## config.mk

```make
export PLATFORM = sky130hd
export DESIGN_NAME = fetch_unit
export DESIGN_NICKNAME = d
export VERILOG_FILES = /design/src/rtl/eka_pkg.sv /design/src/rtl/fetch_fifo.sv /design/src/rtl/fetch_unit.sv
export SDC_FILE = /design/constraint.sdc
export NUM_CORES = 1
export LEC_CHECK = 0
export ABC_AREA = 1
export ABC_CLOCK_PERIOD_IN_PS = 5900
export CORE_MARGIN = 10
export CORE_UTILIZATION = 52
export CTS_CLUSTER_DIAMETER = 60
export DETAILED_ROUTE_END_ITERATION = 12
export GPL_TIMING_DRIVEN = 1
export MAX_ROUTING_LAYER = met4
export PLACE_DENSITY = 0.77
export SKIP_CTS_REPAIR_TIMING = 1
export SYNTH_ARGS = -nofsm -noshare
export SYNTH_HDL_FRONTEND = slang
export SYNTH_HIERARCHICAL = 1
export SYNTH_SLANG_ARGS = --single-unit
```

## constraint.sdc

```tcl
create_clock -name clk -period 5.9 [get_ports clk]
set_input_delay 1.475 -clock clk [delete_from_list [all_inputs] [get_ports clk]]
set_output_delay 1.475 -clock clk [all_outputs]
set_load 0.05 [all_outputs]
```

## src/rtl/eka_pkg.sv

```systemverilog
// Shared definitions for the Eka core front end: data widths, reset PC and
// the entry layout of the instruction buffer.
package eka_pkg;

  localparam int XLEN   = 32;
  localparam int INST_W = 32;

  localparam logic [XLEN-1:0]   RESET_PC_DEFAULT = 32'h0000_0000;
  localparam logic [INST_W-1:0] NOP              = 32'h0000_0013;

  typedef struct packed {
    logic [INST_W-1:0] data;
    logic [XLEN-1:0]   pc;
  } inst_entry_t;

  function automatic logic [XLEN-1:0] align_word(input logic [XLEN-1:0] addr);
    return {addr[XLEN-1:2], 2'b00};
  endfunction

endpackage

```

## src/rtl/fetch_fifo.sv

```systemverilog
// Small synchronous show-ahead FIFO; the head entry is visible on dout
// whenever the FIFO is not empty. Push while full is accepted only with a pop.
module fetch_fifo #(
  parameter int WIDTH = 32,
  parameter int DEPTH = 2,
  parameter int CNT_W = $clog2(DEPTH) + 1
) (
  input  logic             clk,
  input  logic             reset,
  input  logic             push,
  input  logic [WIDTH-1:0] din,
  input  logic             pop,
  output logic [WIDTH-1:0] dout,
  output logic             full,
  output logic             empty,
  output logic [CNT_W-1:0] count
);

  localparam int AW = $clog2(DEPTH);

  logic [WIDTH-1:0] mem [DEPTH];
  logic [AW-1:0]    wr_ptr_reg;
  logic [AW-1:0]    rd_ptr_reg;
  logic [CNT_W-1:0] count_reg;
  logic             push_en;
  logic             pop_en;

  assign full    = (count_reg == CNT_W'(DEPTH));
  assign empty   = (count_reg == '0);
  assign count   = count_reg;
  assign dout    = mem[rd_ptr_reg];
  assign pop_en  = pop && !empty;
  assign push_en = push && (!full || pop_en);

  // Pointers wrap naturally because DEPTH is a power of two.
  always_ff @(posedge clk) begin
    if (reset) begin
      wr_ptr_reg <= '0;
      rd_ptr_reg <= '0;
      count_reg  <= '0;
    end else begin
      if (push_en) wr_ptr_reg <= wr_ptr_reg + AW'(1);
      if (pop_en)  rd_ptr_reg <= rd_ptr_reg + AW'(1);
      count_reg <= count_reg + CNT_W'(push_en) - CNT_W'(pop_en);
    end
  end

  always_ff @(posedge clk) begin
    if (push_en) mem[wr_ptr_reg] <= din;
  end

endmodule

```

## src/rtl/fetch_unit.sv

```systemverilog
// Instruction-fetch stage: issues word-aligned fetches under a credit limit,
// buffers returned words with their PCs and squashes stale responses on redirect.
module fetch_unit
  import eka_pkg::*;
#(
  parameter logic [XLEN-1:0] RESET_PC   = RESET_PC_DEFAULT,
  parameter int              FIFO_DEPTH = 2,
  parameter int              CNT_W      = $clog2(FIFO_DEPTH) + 1
) (
  input  logic              clk,
  input  logic              reset,
  output logic              imem_req_valid,
  input  logic              imem_req_ready,
  output logic [XLEN-1:0]   imem_req_addr,
  input  logic              imem_resp_valid,
  input  logic [INST_W-1:0] imem_resp_data,
  input  logic              redirect_valid,
  input  logic [XLEN-1:0]   redirect_pc,
  output logic              inst_valid,
  input  logic              inst_ready,
  output logic [INST_W-1:0] inst_data,
  output logic [XLEN-1:0]   inst_pc
);

  logic [XLEN-1:0]  pc_reg;
  logic [CNT_W-1:0] inflight_reg;
  logic [CNT_W-1:0] inflight_next;
  logic [CNT_W-1:0] drop_reg;
  logic [CNT_W:0]   occupancy;
  logic             accept;
  logic             resp_keep;
  logic             inst_pop;

  logic [XLEN-1:0]  resp_pc;
  logic             pcq_full;
  logic             pcq_empty;
  logic [CNT_W-1:0] pcq_count;

  inst_entry_t      push_entry;
  inst_entry_t      head;
  logic             inst_full;
  logic             inst_empty;
  logic [CNT_W-1:0] inst_count;

  // Credit counts both requests still in memory and words already buffered.
  assign occupancy      = {1'b0, inflight_reg} + {1'b0, inst_count};
  assign imem_req_valid = !reset && !redirect_valid && (occupancy < (CNT_W+1)'(FIFO_DEPTH));
  assign imem_req_addr  = pc_reg;
  assign accept         = imem_req_valid && imem_req_ready;
  assign inflight_next  = inflight_reg + CNT_W'(accept) - CNT_W'(imem_resp_valid);
  assign resp_keep      = imem_resp_valid && (drop_reg == '0) && !redirect_valid;
  assign push_entry     = '{data: imem_resp_data, pc: resp_pc};

  assign inst_valid = !reset && !inst_empty;
  assign inst_pop   = inst_valid && inst_ready && !redirect_valid;
  assign inst_data  = inst_valid ? head.data : '0;
  assign inst_pc    = inst_valid ? head.pc : '0;

  always_ff @(posedge clk) begin
    if (reset) begin
      pc_reg       <= align_word(RESET_PC);
      inflight_reg <= '0;
      drop_reg     <= '0;
    end else begin
      inflight_reg <= inflight_next;
      if (redirect_valid) begin
        // Everything still in flight after this edge belongs to the old path.
        pc_reg   <= align_word(redirect_pc);
        drop_reg <= inflight_next;
      end else begin
        if (accept) pc_reg <= pc_reg + 32'd4;
        if (imem_resp_valid && (drop_reg != '0)) drop_reg <= drop_reg - CNT_W'(1);
      end
    end
  end

  fetch_fifo #(.WIDTH(XLEN), .DEPTH(FIFO_DEPTH), .CNT_W(CNT_W)) u_pc_queue (
    .clk   (clk),
    .reset (reset),
    .push  (accept),
    .din   (pc_reg),
    .pop   (imem_resp_valid),
    .dout  (resp_pc),
    .full  (pcq_full),
    .empty (pcq_empty),
    .count (pcq_count)
  );

  // A redirect flushes the buffer on the same edge that loads the new PC.
  fetch_fifo #(.WIDTH(INST_W + XLEN), .DEPTH(FIFO_DEPTH), .CNT_W(CNT_W)) u_inst_buf (
    .clk   (clk),
    .reset (reset || redirect_valid),
    .push  (resp_keep),
    .din   (push_entry),
    .pop   (inst_pop),
    .dout  (head),
    .full  (inst_full),
    .empty (inst_empty),
    .count (inst_count)
  );

  a_resp_has_request: assert property (@(posedge clk) disable iff (reset)
    !(imem_resp_valid && pcq_empty));
  a_pcq_tracks_inflight: assert property (@(posedge clk) disable iff (reset)
    pcq_count == inflight_reg);
  a_pcq_no_overflow: assert property (@(posedge clk) disable iff (reset)
    !(accept && pcq_full && !imem_resp_valid));
  a_buf_no_overflow: assert property (@(posedge clk) disable iff (reset)
    !(resp_keep && inst_full && !inst_pop));

endmodule
```

# Word level (Yosys, flattened, before mapping)
# Memories as Yosys holds them, arrays and structs flattened. A register that Yosys moved wholly into a read port is not among the register bits.
# Cells that the tools add are included.
[totals] latch_bits=0 memories=2 ramBits=192 mem_bits_ro=0 register_bits=44 elab_cells=71 output_inout_bits=98
[mem_list] memory="u_inst_buf.mem" words=2 word_bits=64 read_ports=1 rd_ports_with_merged_regs=1 wr=1 line_no="fetch_fifo.sv:21" text="logic [WIDTH-1:0] mem [DEPTH];"
[mem_list] memory="u_pc_queue.mem" words=2 word_bits=32 read_ports=1 rd_ports_with_merged_regs=1 wr=1 line_no="fetch_fifo.sv:21"
[op_classes] addsub=13 n_lt_le_gt_ge=1 n_reduce_logical=29 n_shift=0 mux=14 mul=0 eq_ne=2 n_div=0 bitwise=0
[op_table] op="two-way mux 32 bit" n=4
[op_table] op="adder 32 x 3 -> 32 bit, second input constant" n=1
[op_table] op="logical AND 1 bit" n=13
[op_table] op="two-way mux 1 bit" n=8
[op_table] op="adder 2 x 1 -> 2 bit" n=3
[op_table] op="logical NOT 1 bit" n=6
[op_table] op="logical NOT 2 bit" n=3
[op_table] op="nonzero test 2 bit" n=3
[op_table] op="subtractor 2 x 1 -> 2 bit" n=3
[op_table] op="adder 1 bit, second input constant" n=4
[op_table] op="== test 2 bit, second input constant" n=2
[op_table] op="two-way mux 2 bit" n=2
[op_table] op="adder 2 x 2 -> 3 bit" n=1
[op_table] op="logical OR 1 bit" n=3
[op_table] op="< comparator 3 x 2 -> 1 bit, second input constant" n=1
[op_table] op="OR reduction 2 bit" n=1
[op_table] op="subtractor 2 x 1 -> 2 bit, second input constant" n=1

# Logic depth before layout (Yosys ltp)
# Gate-level depths: netlist of run 1.
[logic_depth] word_depth=10 ltp_mapped=16 depth_no_buf=15

# Cells and area by module
# The synthesis of run 1 kept the hierarchy.
[by_module_without_submodules] mod="fetch_fifo (u_inst_buf)" area_each_um2=5183.7 n_inst=1 cells_per_inst=242 seq_area_each_um2=3943.8
[by_module_without_submodules] mod="fetch_unit" area_each_um2=2956.6 n_inst=1 cells_per_inst=544 seq_area_each_um2=680.7
[by_module_without_submodules] mod="fetch_fifo (u_pc_queue)" area_each_um2=2722.6 n_inst=1 cells_per_inst=143 seq_area_each_um2=2021.9

# Least setup slack after synthesis of run 1
# No wires, ideal clock.
[synth_timing] path_kind="input port to flip-flop" start="input reset" end="memory u_inst_buf/mem[0][0] (netlist bit), enable pin" setup_time_ps=486 stages=7 slack_ps=67 t_arrival_ps=5347 cell_sequence="nor2_1 -> nand2_1 -> nor2_1 -> inv_1 -> nand2_1 -> nand2_1 -> nor2_1"
[synth_between] elab_chain_cells=9
[synth_lines] item="from (decl)" line_no="fetch_unit.sv:11" text="input logic reset,"
[synth_lines] item="logical NOT 1 bit" line_no="fetch_unit.sv:54" text="assign inst_valid = !reset && !inst_empty;"
[synth_lines] item="logical AND 1 bit" line_no="fetch_unit.sv:54"
[synth_lines] item="logical AND 1 bit (2 in a row)" line_no="fetch_unit.sv:55" text="assign inst_pop = inst_valid && inst_ready && !redirect_valid;"
[synth_lines] item="named net inst_pop" line_no="fetch_unit.sv:32" text="logic inst_pop;"
[synth_lines] item="logical AND 1 bit" line_no="fetch_fifo.sv:32" text="assign pop_en = pop && !empty;"
[synth_lines] item="logical OR 1 bit" line_no="fetch_fifo.sv:33" text="assign push_en = push && (!full || pop_en);"
[synth_lines] item="logical AND 1 bit" line_no="fetch_fifo.sv:33"
[synth_lines] item="two-way mux 1 bit" line_no="fetch_fifo.sv:49" text="if (push_en) mem[wr_ptr_reg] <= din;"
[synth_lines] item="two-way mux 1 bit (not written as such)" line_no="fetch_fifo.sv:49"
[synth_lines] item="to (decl)" line_no="fetch_fifo.sv:21"
# The timed path passes the listed nets, and every way through them passes these cells.

# Worst setup path after layout of run 1
[layout_timing] start="input reset" end="output inst_pc[12]"
[layout_between] elab_chain_cells=3
[layout_lines] item="logical NOT 1 bit" line_no="fetch_unit.sv:54"
[layout_lines] item="logical AND 1 bit" line_no="fetch_unit.sv:54"
[layout_lines] item="two-way mux 32 bit" line_no="fetch_unit.sv:57" text="assign inst_pc = inst_valid ? head.pc : '0;"
[layout_lines] item="to (decl)" line_no="fetch_unit.sv:22" text="output logic [XLEN-1:0] inst_pc"
# No other way between the ends.

==> impl_metrics.yaml, run 1 <==
run_status:
  outcome: "finished clean"
yosys:
  synth_area_sq_um: 10860
  ys_types: 39
  synth_edf_count: 192
  yosysSeqAreaShare_pct: 61.18
  yosys-top-cells-area: "edfxtp_1, mux2_4, dfxtp_1, nand2_1, inv_1"
  synth_warnings: 6
  synth_top_family_by_area: "simple AND/OR/NAND/NOR gates"
  ys.flop_type: "edfxtp_1"
  avgSynthCellArea_sq_um: 11.69
  synth_top_cell_area_share_pct: 53.08
  synthArstFlopShare_pct: 0
  yosysTopAreaCell: "edfxtp_1"
  synth_compound_area_share_pct: 3.375
  synth_xor_area_share_pct: 0.4838
  synthMuxAreaShare_pct: 13.06
  synthCells: 929
  ys_ff_latch: 236
  synth_fa_ha_area_share_pct: 0.8754
  yosys.area_share.simple_pct: 13.43
global_route:
  antenna_found_initial: 0
  grt_pass1_vias: 6898
  grt.met2_usage_pct: 27.84
  grt_util_met1_pct: 20.41
  grt-busiest-layer: "met2"
  grt_use_met3_pct: 3.261
  gr-total-overflow: 0
  grt_first_pass_wirelength_mm: 35.17
  grt_usage_pct: 16.63
  grt_max_degree: 65
critical_path:
  worst_setup_path_end_kind: "output pin"
  r2r_setup_slack_ps: 2990
  rr_startpoint: "u_inst_buf/count[0]$_SDFF_PP0_"
  crit-reg2reg-capture: "u_pc_queue/count[1]$_SDFF_PP0_"
  required_ps: 4430
  cpMostUsedCell: "nor2_1"
  reg2reg_depth: 14
  cp_max_fo: 64
  cp_top_family: "buffers and inverters"
  worstPathArrival_ps: 3280
  path_class: "input port to output pin"
  cp_slowest_cell: "inv_2"
  cp.depth: 5
  worstPathCellList: "clkdlybuf4s50_1 -> nor2_1 -> inv_2 -> nor2_1 -> buf_4"
  crit_end: "inst_pc[12]"
  crit_buf_inv: 3
  critPathMaxStageDelay_ps: 780
  cp-start-kind: "input port"
  critPathLaunch: "reset"
detailed_routing:
  vias_per_cell: 4.965
  ant_nets: 0
  firstDrtPassIters: 6
  drt_iter0_drc: 481
  routed_wl_mm: 22.47
  drc: 0
  num_vias: 6902
  wl_per_cell_um: 16.17
sta:
  setup_violations: 0
  max_freq_mhz: 210.5
  slew_headroom_pct: 25.22
  skew_ps: 11.20
  setup_tns_ps: 0
  period_share_pct: 80.51
  worst_slew_pin_slew_ps: 1122
  final-max-slew-violation-count: 0
  timing_hold_violations_final: 0
  min_period_ps: 4750
  rsz0062_at_grt: "false"
power:
  swShare_pct: 23.64
  leakage_uw: 0.005304
  p_comb_share_pct: 12.5
  power.share.clock_pct: 37.3
  p_switching_uw: 942.7
  ir_drop_mv: 0.1926
  p_per_area_nw_per_um2: 300.2
  intPower_uw: 3045
  pwr-share-seq_pct: 50.1
die:
  dieArea_sq_um: 27070
  initial_core_util_pct: 53.34
  io_pins: 168
  die_h_um: 164.5
  fp.dieW_um: 164.5
  core_area_sq_um: 20360
  rows: 52
cts:
  cts-root-buf: "clkbuf_16"
  clk_pin_slew_ps: 60
  clockBufferDepth: 3
  cts_tree: "yes"
  clock_latency_ps: 500
  clock_sinks: 236
  numCtsBuffers: 25
  h-tree-depth: 1
hold_path:
  hp-class: "flip-flop to flip-flop"
job:
  maxCapViolations: 0
finish:
  regMostFlops: "u_inst_buf/mem"
  area_growth_pct: 22.26
  nets: 1179
  largest_reg_flops: 128
  drive_above_1_share_pct: 21.43
  postLayoutCellArea_sq_um: 13280
  final_cells: 1390
  diodes: 0
  final_core_util_pct: 65.22
  nFillCells: 1518
place:
  hpwlAfterDp_mm: 15.38
  routabilityCongestion: 0.8930
  port_buffers: 163
  dpl_cell_area_sq_um: 12490
  dp.cells: 1345
layout by cell type, fill, tap and decap left out, types with 7 or more instances in the layout:
master / n
a21oi_1: 28
a31oi_1: 8
buf_4: 73
clkbuf_1: 10
clkbuf_16: 26
clkdlybuf4s50_1: 98
dfxtp_1: 42
edfxtp_1: 192
inv_1: 140
mux2_4: 90
nand2_1: 142
nand2_2: 7
nand3_1: 43
nor2_1: 117
nor2_2: 10
o21ai_0: 19
o21ai_1: 10
logic make-up (layout without fill, tap and decap cells):
family	Yosys count	in the layout
compound gates	69	69
xor+xnor	6	6
flops	236	236
mux	96	96
other cells	1	6
simple gates	338	338
buf+inv	176	362
fa+ha+maj	7	7
Yosys cell counts (2+ instances only):
library cell	n
edfxtp_1	192
nand2_1	142
inv_1	141
nor2_1	119
mux2_4	90
dfxtp_1	44
nand3_1	43
a21oi_1	28
o21ai_0	19
clkbuf_1	10
o21ai_1	10
nor2_2	9
a31oi_1	8
nand2_2	7
buf_12	6
ha_1	6
mux2_2	6
buf_4	5
buf_6	5
nor2_4	5
xnor2_1	5
inv_2	4
buf_2	3
nor3_1	3
and2_1	2
nand2_4	2
o211ai_1	2
or2_1	2
cell type report:
type / count / area (sq um) / area share, %
clock buffers: 39 / 729.5 / 5.492
clock inverters: 6 / 58.81 / 0.4428
inverters: 146 / 550.5 / 4.145
multi-input cells: 522 / 3425 / 25.78
flip-flops and latches: 236 / 6651 / 50.08
well taps: 270 / 337.8 / 2.544
repair buffers: 171 / 1529 / 11.51
power groups by stage:
stage	Sequential, uW	Combinational [uW]	Clock, uW
detailed placement	2030	502	0
CTS	2000	504	1520
global route	2010	543	1600
finish	2000	500	1490
floorplan	2030	356	0
global placement	2030	486	0
routing by layer:
layer	vias up	share of wire [%]	wire, um
met5	-	0	0
met4	0	1.2	278
met3	31	5.8	1299
met2	207	49	11060
met1	3235	44	9837
li1	3429	-	-
worst reg2reg max path, delay by kind of cell (launching register included):
kind	cells	cell delay, ps
DFF	1	410
buffers and inverters	2	570
AOI/OAI and AO/OA	1	130
adders and majority gates	2	610
and+or+nand+nor	9	1130
metrics by stage:
stage	total power, uW	hold WS, ps	setup slack (ps)
floorplan	2386	449.9	66.94
global placement	2514	464.2	1154
detailed placement	2537	492.1	1077
CTS	4026	508.4	1071
global route	4151	543.6	990.6
finish	3987	503.9	1150
worst min-delay path by stage:
stage                                             startpoint                                  to  cells past startpoint  slack, ps
final                     u_pc_queue/rd_ptr_reg$_SDFFE_PP0N_  u_pc_queue/rd_ptr_reg$_SDFFE_PP0N_                      2        500
after floorplan                     drop_reg[1]$_SDFFE_PP0P_            drop_reg[1]$_SDFFE_PP0P_                      2        450
after global routing      u_pc_queue/rd_ptr_reg$_SDFFE_PP0N_  u_pc_queue/rd_ptr_reg$_SDFFE_PP0N_                      2        540
after global placement              drop_reg[1]$_SDFFE_PP0P_            drop_reg[1]$_SDFFE_PP0P_                      2        460
after CTS                           drop_reg[1]$_SDFFE_PP0P_            drop_reg[1]$_SDFFE_PP0P_                      2        510
after detailed placement  u_inst_buf/rd_ptr_reg$_SDFFE_PP0N_                           flip-flop                      2        490
(Power assumes the default switching activity.)
==> run 2: changes to the inputs <==
Settings changed: ABC_CLOCK_PERIOD_IN_PS 5900 to 4200, CORE_UTILIZATION 52 to 49.
Clock period 5.9 ns to 4.2 ns, I/O delays scaled along.
==> impl_metrics.yaml, run 2 (synthesized netlist as in run 1, its figures left out) <==
run_status:
  outcome: "finished clean"
detailed_routing:
  firstDrtPassIters: 5
  num_vias: 7005
  drt_iter0_drc: 551
  ant_nets: 0
  routed_wl_mm: 22.81
  drc: 0
  vias_per_cell: 4.989
  wl_per_cell_um: 16.25
power:
  leakage_uw: 0.005357
  p_per_area_nw_per_um2: 423.2
  pwr-share-seq_pct: 49.4
  intPower_uw: 4343
  p_comb_share_pct: 12.6
  power.share.clock_pct: 38.0
  ir_drop_mv: 0.2466
  swShare_pct: 23.57
  p_total_uw: 5682
  p_switching_uw: 1339
critical_path:
  path_class: "input port to output pin"
  cp_top_family: "buffers and inverters"
  required_ps: 3150
  cp_slowest_cell: "clkdlybuf4s50_1"
  cp-start-kind: "input port"
  worstPathCellList: "clkdlybuf4s50_1 -> nor2_1 -> inv_2 -> buf_4 -> nor2_1 -> buf_4"
  critPathMaxStageDelay_ps: 540
  crit_buf_inv: 4
  cp_max_fo: 27
  worst_setup_path_end_kind: "output pin"
  worstPathArrival_ps: 2680
global_route:
  antenna_found_initial: 0
  gr-total-overflow: 0
  grt_first_pass_wirelength_mm: 35.68
  grt_pass1_vias: 6828
  grt_max_degree: 65
  grt_usage_pct: 15.79
sta:
  slew_headroom_pct: 26.64
  worst_slew_pin_slew_ps: 1100
  setup_violations: 0
  hold_ws_ps: 492.5
  min_period_ps: 3733
  setup_tns_ps: 0
  period_share_pct: 88.88
  skew_ps: 9.532
  max_freq_mhz: 267.9
  setup_slack_ps: 467.1
  final-max-slew-violation-count: 0
  timing_hold_violations_final: 0
  rsz0062_at_grt: "false"
finish:
  largest_reg_flops: 128
  final_cells: 1404
  nets: 1183
  final_cell_mix: "edfxtp_1, nand2_1, inv_1"
  regMostFlops: "u_inst_buf/mem"
  diodes: 0
  layout_commonest_cell: "edfxtp_1"
  area_growth_pct: 23.60
  drive_above_1_share_pct: 22.06
cts:
  numCtsBuffers: 24
  clock_latency_ps: 510
  cts_tree: "yes"
  cts-root-buf: "clkbuf_16"
  clockBufferDepth: 3
  h-tree-depth: 1
  clock_sinks: 236
  clk_pin_slew_ps: 60
place:
  port_buffers: 163
  routabilityCongestion: 0.8741
  dp.cells: 1360
  hpwlAfterDp_mm: 15.86
  post-place-ws_ps: 436.8
die:
  fp.dieW_um: 168.9
  io_pins: 168
  initial_core_util_pct: 49.78
  dieArea_sq_um: 28530
  core_area_sq_um: 21820
  die_h_um: 168.9
  rows: 54
job:
  maxCapViolations: 0
hold_path:
  hp-class: "flip-flop to flip-flop"
## run 2: cell types whose count changed in the layout (fill, tap and decap cells not counted), sizes merged, moves of 2 or more
cell and delta:
clkinv +2, bufinv +2, buf +6, clkbuf -5
## run 2: routing by layer
| layer | share of wire [%] | GRT usage [%] | up-vias |
|---|---|---|---|
| met5 | 0 | - | - |
| met3 | 6.4 | 2.710 | 36 |
| met4 | 2.0 | 4.428 | 0 |
| met2 | 48 | 25.89 | 218 |
| met1 | 44 | 19.81 | 3308 |
| li1 | - | - | 3443 |
## run 2: final cells by class
type | count | area [sq um]
well taps | 280 | 350.3
inverters | 146 | 550.5
clock inverters | 10 | 131.4
clock buffers | 34 | 679.4
flip-flops and latches | 236 | 6651
multi-input cells | 522 | 3425
repair buffers | 176 | 1639
fillers | 1727 | 8397
## run 2: through the flow
step / utilization (%) / cell area [sq um]
after CTS: 61.52 / 13430
final: 61.52 / 13430
after detailed placement: 57.81 / 12620
after floorplan: - / 10890
after global placement: 57.81 / 12620
after global routing: 61.52 / 13430
## run 2: path summary, 6_finish.rpt
path,cells after the start,start,slack (ps),end
setup / recovery,6,reset,470,inst_pc[9]
hold / removal,2,drop_reg[1]$_SDFFE_PP0P_,490,drop_reg[1]$_SDFFE_PP0P_
setup reg to reg,15,u_inst_buf/count[0]$_SDFF_PP0_,1390,u_pc_queue/count[1]$_SDFF_PP0_
hold reg to reg,2,drop_reg[1]$_SDFFE_PP0P_,490,drop_reg[1]$_SDFFE_PP0P_
## run 2: power groups by stage
stage	clock network, uW	registers [uW]	logic [uW]
2_1_floorplan	0	2850	501
3_3_place_gp	0	2850	696
3_5_place_dp	0	2860	716
4_1_cts	2200	2810	722
5_1_grt	2300	2820	779
6_report	2160	2810	717
## run 2: worst reg2reg max path: stages, from the launching register on
cell,delay (ps)
dfxtp_1,420
nand2_1,80
inv_1,70
fa_1,430
nor2_1,190
nand4_4,180
inv_2,350
inv_1,130
nand3_1,130
nand2_1,90
ha_1,210
nand2_1,90
inv_1,50
nor2_1,120
nand2_1,80
a21oi_1,130
==> run 3: changes to the inputs <==
--- a/constraint.sdc
+++ b/constraint.sdc
@@ -3,2 +3,2 @@
 set_output_delay 1.05 -clock clk [all_outputs]
-set_load 0.05 [all_outputs]
+set_load 0.005 [all_outputs]
==> impl_metrics.yaml, run 3 (synthesized netlist as in run 1, its figures left out) <==
run_status:
  outcome: "finished clean"
global_route:
  antenna_found_initial: 0
  grt_first_pass_wirelength_mm: 36.47
  gr-total-overflow: 0
  grt_pass1_vias: 7087
  grt_usage_pct: 16.07
  grt_max_degree: 65
finish:
  multiInputGateArea_sq_um: 3425
  drive_above_1_share_pct: 16.18
  area_growth_pct: 25.05
  final-seq-area_sq_um: 6651
  nFillCells: 1738
  final_cell_mix: "edfxtp_1, clkdlybuf4s50_1, nand2_1"
  layout_commonest_cell: "edfxtp_1"
  largest_reg_flops: 128
  regMostFlops: "u_inst_buf/mem"
  nets: 1184
  diodes: 0
cts:
  h-tree-depth: 1
  clockBufferDepth: 3
  cts-root-buf: "clkbuf_16"
  clock_sinks: 236
  clock_latency_ps: 510
  numCtsBuffers: 25
  clk_pin_slew_ps: 60
  cts_tree: "yes"
power:
  p_per_area_nw_per_um2: 411.0
  ir_drop_mv: 0.2395
  leakage_uw: 0.005226
critical_path:
  rr_startpoint: "u_inst_buf/count[0]$_SDFF_PP0_"
  required_ps: 3150
  crit_buf_inv: 4
  worstPathArrival_ps: 2870
  critPathLaunch: "reset"
  worst_setup_path_end_kind: "output pin"
  cp_slowest_cell: "clkdlybuf4s50_1"
  path_class: "input port to output pin"
  worstPathCellList: "clkdlybuf4s50_1 -> nor2_1 -> inv_2 -> buf_12 -> nor2_1 -> clkdlybuf4s50_1"
  cp_top_family: "buffers and inverters"
  critPathMaxStageDelay_ps: 520
  cp-start-kind: "input port"
  cp_max_fo: 46
sta:
  timing_hold_violations_final: 0
  skew_ps: 11.96
  setup_tns_ps: 0
  max_freq_mhz: 255.4
  setup_violations: 0
  worst_slew_pin_slew_ps: 1113
  setup_slack_ps: 284.4
  min_period_ps: 3916
  final-max-slew-violation-count: 0
  period_share_pct: 93.23
  slew_headroom_pct: 25.78
  rsz0062_at_grt: "false"
die:
  die_h_um: 168.9
  io_pins: 168
  rows: 54
  initial_core_util_pct: 49.78
  core_area_sq_um: 21820
  dieArea_sq_um: 28530
  fp.dieW_um: 168.9
detailed_routing:
  routed_wl_mm: 23.14
  num_vias: 7081
  ant_nets: 0
  vias_per_cell: 5.040
  wl_per_cell_um: 16.47
  drc: 0
  firstDrtPassIters: 7
  drt_iter0_drc: 487
job:
  maxCapViolations: 0
place:
  hpwlAfterDp_mm: 16.05
  port_buffers: 163
  routabilityCongestion: 0.8768
  post-place-ws_ps: 251.4
hold_path:
  hp-start: "drop_reg[1]$_SDFFE_PP0P_"
  hp-class: "flip-flop to flip-flop"
-- run 3: layout make-up --
cell class	instances	area share [%]
timing repair buffer	176	13.19
sequential	236	48.96
multi-input combinational	522	25.21
clock buffer	36	5.278
tap	280	2.579
clock inverter	9	0.7276
inverter	146	4.053
-- run 3: power by group --
| group | internal, uW | total, uW | switching [uW] |
|---|---|---|---|
| sequential | 2680 | 2810 | 126 |
| clock | 1310 | 2150 | 847 |
| combinational | 354 | 622 | 268 |
| total | 4340 | 5580 | 1240 |
-- run 3: worst paths after layout --
| check | to | slack [ps] | cells past startpoint |
|---|---|---|---|
| hold reg to reg | drop_reg[1]$_SDFFE_PP0P_ | 500 | 2 |
| setup / recovery | inst_pc[11] | 280 | 6 |
| setup reg to reg | u_pc_queue/count[1]$_SDFF_PP0_ | 1450 | 14 |
| hold / removal | drop_reg[1]$_SDFFE_PP0P_ | 500 | 2 |
-- run 3: through the flow --
step | hold WS, ps | utilization [%] | total power (uW) | std cells | area (sq um)
after floorplan | 449.9 | - | 3249 | 934 | 10880
after global placement | 465.3 | 58.51 | 3451 | 1360 | 12770
after detailed placement | 489.0 | 58.51 | 3484 | 1360 | 12770
after CTS | 503.9 | 62.25 | 5648 | 1405 | 13580
after global routing | 539.8 | 62.25 | 5824 | 1405 | 13580
final | 496.2 | 62.25 | 5582 | 1405 | 13580
-- run 3: worst reg2reg max path, stage by stage, from the launching register on --
cell	delay [ps]
dfxtp_1	420
nand2_1	70
inv_1	70
fa_1	430
nor2_1	200
nand4_4	190
inv_2	350
nand2_2	110
or2_1	220
nand2_1	60
ha_1	180
nand2_1	90
nand2_1	90
nand3_1	80
a21oi_1	120
-- run 3: metal layers --
metal | global-route usage (%) | share of wire, % | up-vias
li1 | - | - | 3437
met1 | 19.62 | 43 | 3361
met2 | 26.27 | 48 | 235
met3 | 3.335 | 6.9 | 48
met4 | 5.148 | 2.4 | 0
met5 | - | 0 | -
